## config.mk

```make
export PLATFORM = sky130hd
export DESIGN_NAME = eeprom_access_arbiter
export DESIGN_NICKNAME = d
export VERILOG_FILES = /design/src/rtl/eeprom_access_arbiter.sv
export SDC_FILE = /design/constraint.sdc
export NUM_CORES = 1
export LEC_CHECK = 0
export CAP_MARGIN = 15
export CORE_MARGIN = 2
export CORE_UTILIZATION = 35
export DETAILED_ROUTE_END_ITERATION = 8
export PLACE_DENSITY = 0.92
export RECOVER_POWER = 100
export SLEW_MARGIN = 5
export SYNTH_ARGS = -nofsm -noshare
export SYNTH_HDL_FRONTEND = slang
export SYNTH_SLANG_ARGS = --single-unit
```

## constraint.sdc

```tcl
create_clock -name clk -period 1.6 [get_ports clk]
set_clock_uncertainty 0.05 [all_clocks]
set_input_delay 0.32 -clock clk [delete_from_list [all_inputs] [get_ports clk]]
set_output_delay 0.32 -clock clk [all_outputs]
set_load 0.01 [all_outputs]
```

## src/rtl/eeprom_access_arbiter.sv

```systemverilog
// eeprom_access_arbiter: round-robin sharing of one I2C EEPROM byte engine between two clients.
// Optional engine watchdog enabled by macro EE_ARB_TIMEOUT_EN. Rev 1.0.
`default_nettype none

module eeprom_access_arbiter #(
  parameter int ADDR_W      = 24,
  parameter int NUM_W       = 6,
  parameter int TIMEOUT_CYC = 5000000
) (
  input  logic              clk,
  input  logic              rst_n,
  input  logic              c0_req,
  input  logic              c1_req,
  input  logic              c0_wr,
  input  logic              c1_wr,
  input  logic [ADDR_W-1:0] c0_addr,
  input  logic [ADDR_W-1:0] c1_addr,
  input  logic [NUM_W-1:0]  c0_num_sub1,
  input  logic [NUM_W-1:0]  c1_num_sub1,
  input  logic [7:0]        c0_wr_data,
  input  logic [7:0]        c1_wr_data,
  output logic              c0_grant,
  output logic              c1_grant,
  output logic              c0_done,
  output logic              c1_done,
  output logic [7:0]        c0_rd_data,
  output logic [7:0]        c1_rd_data,
  output logic              c0_rd_valid,
  output logic              c1_rd_valid,
  output logic              c0_wr_data_req,
  output logic              c1_wr_data_req,
  output logic              rd_byte_req,
  output logic              wr_byte_req,
  output logic [ADDR_W-1:0] byte_addr,
  output logic [NUM_W-1:0]  byte_num_sub1,
  output logic [7:0]        wr_byte_data,
  input  logic              wr_byte_data_req,
  input  logic [7:0]        rd_byte_data,
  input  logic              rd_byte_valid,
  input  logic              byte_busy,
  output logic              timeout_err
);

  typedef enum logic [1:0] {S_IDLE, S_ISSUE, S_BUSY, S_DONE} state_t;

  state_t            state_q, state_d;
  logic              sel_q, sel_d;
  logic              op_wr_q, op_wr_d;
  logic              rr_ptr_q, rr_ptr_d;
  logic              busy_prev_q;
  logic [ADDR_W-1:0] addr_q, addr_d;
  logic [NUM_W-1:0]  num_q, num_d;
  logic              winner;
  logic              busy_rise, busy_fall;
  logic              owned;
  logic              tmo_hit;

  assign busy_rise = byte_busy & ~busy_prev_q;
  assign busy_fall = ~byte_busy & busy_prev_q;

`ifdef EE_ARB_TIMEOUT_EN
  localparam int CNT_W = (TIMEOUT_CYC > 1) ? $clog2(TIMEOUT_CYC) : 1;

  logic [CNT_W-1:0] cnt_q, cnt_d;
  logic             timeout_err_q, timeout_err_d;

  assign tmo_hit = ((state_q == S_ISSUE) || (state_q == S_BUSY)) &&
                   (cnt_q == CNT_W'(TIMEOUT_CYC - 1));

  always_comb begin
    cnt_d         = cnt_q;
    timeout_err_d = tmo_hit;
    if (state_q == S_IDLE) begin
      cnt_d = '0;
    end else if ((state_q == S_ISSUE) || (state_q == S_BUSY)) begin
      cnt_d = cnt_q + 1'b1;
    end
  end

  always_ff @(posedge clk) begin
    if (!rst_n) begin
      cnt_q         <= '0;
      timeout_err_q <= 1'b0;
    end else begin
      cnt_q         <= cnt_d;
      timeout_err_q <= timeout_err_d;
    end
  end

  assign timeout_err = timeout_err_q;
`else
  logic unused_timeout_cfg;
  assign unused_timeout_cfg = (TIMEOUT_CYC != 0);
  assign tmo_hit            = 1'b0;
  assign timeout_err        = 1'b0;
`endif

  always_comb begin
    state_d  = state_q;
    sel_d    = sel_q;
    op_wr_d  = op_wr_q;
    rr_ptr_d = rr_ptr_q;
    addr_d   = addr_q;
    num_d    = num_q;
    winner   = 1'b0;
    case (state_q)
      S_IDLE: begin
        if (c0_req || c1_req) begin
          // Contention resolves to rr_ptr; a lone requester always wins.
          winner  = (c0_req && c1_req) ? rr_ptr_q : c1_req;
          sel_d   = winner;
          op_wr_d = winner ? c1_wr : c0_wr;
          addr_d  = winner ? c1_addr : c0_addr;
          num_d   = winner ? c1_num_sub1 : c0_num_sub1;
          state_d = S_ISSUE;
        end
      end
      S_ISSUE: begin
        if (tmo_hit)        state_d = S_DONE;
        else if (busy_rise) state_d = S_BUSY;
      end
      S_BUSY: begin
        if (tmo_hit || busy_fall) state_d = S_DONE;
      end
      S_DONE: begin
        rr_ptr_d = ~sel_q;
        state_d  = S_IDLE;
      end
      default: state_d = S_IDLE;
    endcase
  end

  always_ff @(posedge clk) begin
    if (!rst_n) begin
      state_q     <= S_IDLE;
      sel_q       <= 1'b0;
      op_wr_q     <= 1'b0;
      rr_ptr_q    <= 1'b0;
      busy_prev_q <= 1'b0;
      addr_q      <= '0;
      num_q       <= '0;
    end else begin
      state_q     <= state_d;
      sel_q       <= sel_d;
      op_wr_q     <= op_wr_d;
      rr_ptr_q    <= rr_ptr_d;
      busy_prev_q <= byte_busy;
      addr_q      <= addr_d;
      num_q       <= num_d;
    end
  end

  // Ownership spans ISSUE..DONE, so engine strobes seen in IDLE reach nobody.
  assign owned          = (state_q != S_IDLE);
  assign c0_grant       = owned & ~sel_q;
  assign c1_grant       = owned & sel_q;
  assign c0_done        = (state_q == S_DONE) & ~sel_q;
  assign c1_done        = (state_q == S_DONE) & sel_q;
  assign rd_byte_req    = (state_q == S_ISSUE) & ~op_wr_q;
  assign wr_byte_req    = (state_q == S_ISSUE) & op_wr_q;
  assign byte_addr      = addr_q;
  assign byte_num_sub1  = num_q;
  assign wr_byte_data   = sel_q ? c1_wr_data : c0_wr_data;
  assign c0_rd_data     = rd_byte_data;
  assign c1_rd_data     = rd_byte_data;
  assign c0_rd_valid    = rd_byte_valid & c0_grant;
  assign c1_rd_valid    = rd_byte_valid & c1_grant;
  assign c0_wr_data_req = wr_byte_data_req & c0_grant;
  assign c1_wr_data_req = wr_byte_data_req & c1_grant;

endmodule

`default_nettype wire

```

# After elaboration in Yosys (flattened, before gate mapping)
# Cells that the tools add are included.
[totals] mem_bits_ro=0 out_inout_bits=65 in_bits=93 ff_bits=36 ramBits=0 n_memories=0 latchBits=0 elab_cells=44
[op_classes] n_reduce_logical=6 eq_ne=6 order_cmp=0 shift=0 mux=9 bitwise=16 div=0 addsub=0 multipliers=0
[op_table] cell="two-way mux 24 bit" n=1
[op_table] cell="AND 1 bit" n=12
[op_table] cell="two-way mux 8 bit" n=1
[op_table] cell="case mux 2 bit (4 select lines)" n=1
[op_table] cell="two-way mux 2 bit" n=3
[op_table] cell="two-way mux 6 bit" n=1
[op_table] cell="inequality test 2 bit (second input constant)" n=3
[op_table] cell="equality test 2 bit (second input constant)" n=2
[op_table] cell="NOT 1 bit" n=4
[op_table] cell="AND reduction 3 bit" n=1
[op_table] cell="equality test 2 x 1 -> 1 bit (second input constant)" n=1
[op_table] cell="logical NOT 2 bit" n=1
[op_table] cell="two-way mux 1 bit" n=2
[op_table] cell="AND reduction 2 bit" n=1
[op_table] cell="nonzero test 2 bit" n=1
[op_table] cell="logical AND 1 bit" n=1
[op_table] cell="logical OR 1 bit" n=1

# Longest topological paths before layout
[logic_depth] depth_word=4 mapped_depth=7

# Worst setup path after synthesis
# OpenSTA, ideal clock, no wires.
[synth_timing] path_kind="register to output" from="reg state_q[0]" to="out c1_rd_valid" path_stages_with_launch=5 t_arrival_ns=1.112 slack_ns=0.118 n_path_buf=0 path_cell_list="dfxtp_1 -> inv_1 -> ha_1 -> and2b_1 -> and2_1"
[synth_via] elab_chain_len=3
[synth_rtl] item="from (decl)" line_no="46" source="state_t state_q, state_d;"
[synth_rtl] item="from (signal assigned)" line_no="143" source="state_q <= state_d;"
[synth_rtl] item="nonzero test 2 bit" line_no="154" source="assign owned = (state_q != S_IDLE);"
[synth_rtl] item="AND 1 bit" line_no="156" source="assign c1_grant = owned & sel_q;"
[synth_rtl] item="named net c1_grant" line_no="23" source="output logic c1_grant,"
[synth_rtl] item="AND 1 bit" line_no="167" source="assign c1_rd_valid = rd_byte_valid & c1_grant;"
[synth_rtl] item="to (decl)" line_no="29" source="output logic c1_rd_valid,"
# The timed path passes the listed nets, and every way through them passes these cells.

# Final worst setup path
[layout_timing] from="reg state_q[0]" to="out c1_rd_valid"
[layout_via] elab_chain_len=3
[layout_rtl] item="nonzero test 2 bit" line_no="154"
[layout_rtl] item="AND 1 bit" line_no="156"
[layout_rtl] item="AND 1 bit" line_no="167"
# No other way between the ends.

==> impl_metrics.toml <==
[routing]
avgViaCountPerCell = 5.01
wirelength_mm = 6.57
ant_nets = 0
first_iter_violations = 64
vias = 2215
wire_per_inst_um = 14.9
drtPass1Iterations = 4
route.detailed.drc = 0

[logic_synthesis]
synth_nets = 343
ys_top_cells_by_count = "36 x dfxtp_1, 33 x o21ai_0, 32 x nand3b_1"
async_reset_ff_share_pct = 0
synth_area_leaders = "dfxtp_1 32%, o21ai_2 11%, nand3b_1 11%, a31oi_1 8.6%, o21ai_0 7.4%"
syn_inst = 246
synth-seq-cells = 36
syn_avg_cell_area_um2 = 9.12
synth_warnings = 0
yosysSeqAreaShare_pct = 32.1
synth_top_area_cell = "dfxtp_1"
yosys.cell_types.count = 30
yosysMostFrequentCell = "dfxtp_1"
netlist.area_leader.share_pct = 32.1
synth_edf_count = 0
ys.flop_type = "dfxtp_1"
netlist_area_um2 = 2240

[worst_setup_path]
slowest_stage = "dfxtp_2"
path_class = "reg2out"
arrival_ns = 1.31
crit_fanout = 3
worst_r2r_path_depth = 7
timing.rr.start = "state_q[1]$_SDFFE_PN0P_"
required_ns = 1.23
max_stage_delay_ns = 0.34
reg2reg_slack_ns = -0.03
cp-end-kind = "output port"
r2r-end = "state_q[1]$_SDFFE_PN0P_"
start_kind = "flip-flop"
path_cells = "inv_2 -> ha_4 -> and2b_1 -> and2_1 -> buf_2"

[cts]
cts_tree = "done"
cts.path.max_buffers = 2
clk_latency_ns = 0.28
clk_pin_slew_ns = 0.07
htree_levels = 2
cts_inserted_buffers = 5
clock-sinks = 36
cts_hold_buf = 0
root_buffer = "clkbuf_8"

[global_route]
grt_use_total_pct = 18.5
antenna_found_initial = 0
overflow = 0
grt_max_degree = 38
grt_pass1_wl_mm = 10.7
grt_pass1_vias = 2252

[cells_and_area]
n_fill_cell = 552
regArea_um2 = 727
area_growth_pct = 67.5
nets = 462
multi_input_area_um2 = 1300
diodes = 0
drive_gt1_share_pct = 27.7
final_cell_area_um2 = 3760
final_util_pct = 59.9

[timing]
setup_slack_ns = -0.0782
fmax_mhz = 596
setup_viol = 4
rsz0062_at_grt = "true"
post-route-period-util_pct = 105
fin_crit_ns = 1.68
hold_viol_final = 0
drv_slew = 0
fin_tns_setup_ns = -0.220

[placement]
numPortBuffers = 132
place_area_um2 = 3570
gp_congestion = 0.719
place_hpwl_mm = 4.74

[pwr]
ir_worst_vdd_uv = 741
power_density_nw_per_um2 = 1210
p_leak_nw = 1.40

[floorplan]
dieArea_um2 = 7070
core-area_um2 = 6280
die_h_um = 84.1
floorplan.initialDensity_pct = 35.7
num_rows = 29
ios = 158
die_w_um = 84.1

[hold_path]
hold_end = "byte_num_sub1[1]$_SDFFE_PN0P_"
min_path_cells = 4
holdCritStartpoint = "rst_n"
min_path_type = "in2reg"

[run_status]
failed_checks = "setup timing"
status = "finished, violations left"

[job]
drv_cap = 0
[cells in the final DEF, fill, tap and decap left out, types with 2 or more instances in the layout]
| master | netlist | final |
|---|---|---|
| clkbuf_8 | 0 | 5 |
| o21ai_2 | 29 | 29 |
| nand2_1 | 2 | 2 |
| dfxtp_1 | 36 | 33 |
| and2_4 | 0 | 3 |
| inv_2 | 0 | 2 |
| ha_4 | 0 | 4 |
| buf_12 | 3 | 7 |
| dfxtp_2 | 0 | 2 |
| buf_4 | 18 | 13 |
| clkdlybuf4s25_1 | 0 | 15 |
| buf_2 | 7 | 7 |
| nor2_1 | 3 | 2 |
| clkdlybuf4s50_1 | 0 | 95 |
| buf_6 | 5 | 14 |
| nor2b_1 | 2 | 2 |
| mux2_4 | 1 | 10 |
| clkbuf_1 | 8 | 3 |
| and2_1 | 7 | 4 |
| nand2b_1 | 2 | 2 |
| o21ai_0 | 33 | 33 |
| a31oi_1 | 31 | 31 |
| nand3b_1 | 32 | 32 |
[cell type report]
| class | instances | share of cell area, % |
|---|---|---|
| timing repair buffer | 154 | 41.2 |
| multi-input combinational | 165 | 34.5 |
| sequential | 36 | 19.3 |
| tap | 77 | 2.56 |
| clock buffer | 6 | 1.93 |
| inverter | 3 | 0.300 |
| clock inverter | 1 | 0.133 |
[logic make-up after synthesis]
| kind of cell | after synthesis | synth area share [%] |
|---|---|---|
| DFF | 36 | 32.1 |
| adders and majority gates | 4 | 2.23 |
| and+or+nand+nor | 50 | 15.4 |
| other | 1 | 0.167 |
| AOI/OAI and AO/OA | 99 | 29.6 |
| muxes | 11 | 5.63 |
| buffers and inverters | 45 | 14.8 |
[power breakdown]
group	internal [W]	leakage, nW	total, W	switching (W)
sequential	0.00118	0.300	0.00136	0.000187
combinational	0.00145	1.06	0.00259	0.00115
clock	0.000296	0.0410	0.000603	0.000307
total	0.00292	1.40	0.00456	0.00164
[worst max-delay path by stage]
stage / startpoint / end / depth (start not counted)
6_report: state_q[0]$_SDFFE_PN0P_ / c1_rd_valid / 5
5_1_grt: state_q[1]$_SDFFE_PN0P_ / c1_rd_valid / 5
4_1_cts: state_q[0]$_SDFFE_PN0P_ / c1_rd_valid / 5
3_5_place_dp: c1_wr_data[4] / wr_byte_data[4] / 3
3_3_place_gp: c1_wr_data[0] / wr_byte_data[0] / 3
2_1_floorplan: state_q[0]$_SDFFE_PN0P_ / c1_rd_valid / 4
[routing by layer]
layer | global-route usage [%] | vias to the layer above | routed length (µm)
met1 | 21.6 | 1017 | 2660
met3 | 4.45 | 15 | 416
met4 | 5.87 | 0 | 115
li1 | - | 1108 | -
met5 | 0 | - | 0
met2 | 33.3 | 75 | 3380
[flip-flops by register name (all words and copies together), names as in the netlist]
name and count:
busy_prev_q 1, state_q 2, sel_q 1, byte_num_sub1 6
byte_addr 24, op_wr_q 1, rr_ptr_q 1
[worst max-delay path: cells and delay by family, from the launching register on]
kind                       cells  cell delay, ns
buffers and inverters          2            0.17
DFF                            1            0.34
and+or+nand+nor                2            0.36
adders and majority gates      1            0.16
[per-stage QoR]
stage                     cells  power [W]  setup WS (ns)  hold slack (ns)
after floorplan             246    0.00276          0.118            0.392
after global placement      433    0.00372         -0.248            0.454
after detailed placement    433    0.00380         -0.267            0.459
after CTS                   442    0.00459        -0.0779            0.438
after global routing        442    0.00487         -0.144            0.444
final                       442    0.00456        -0.0782            0.447
[what timing repair did]
item	in CTS	in global routing
setup endpoints to repair	20	36
buffers inserted	3	0
resized for setup	107	26
pin swaps	6	3
No activity file was read; power rests on OpenSTA's default activity.
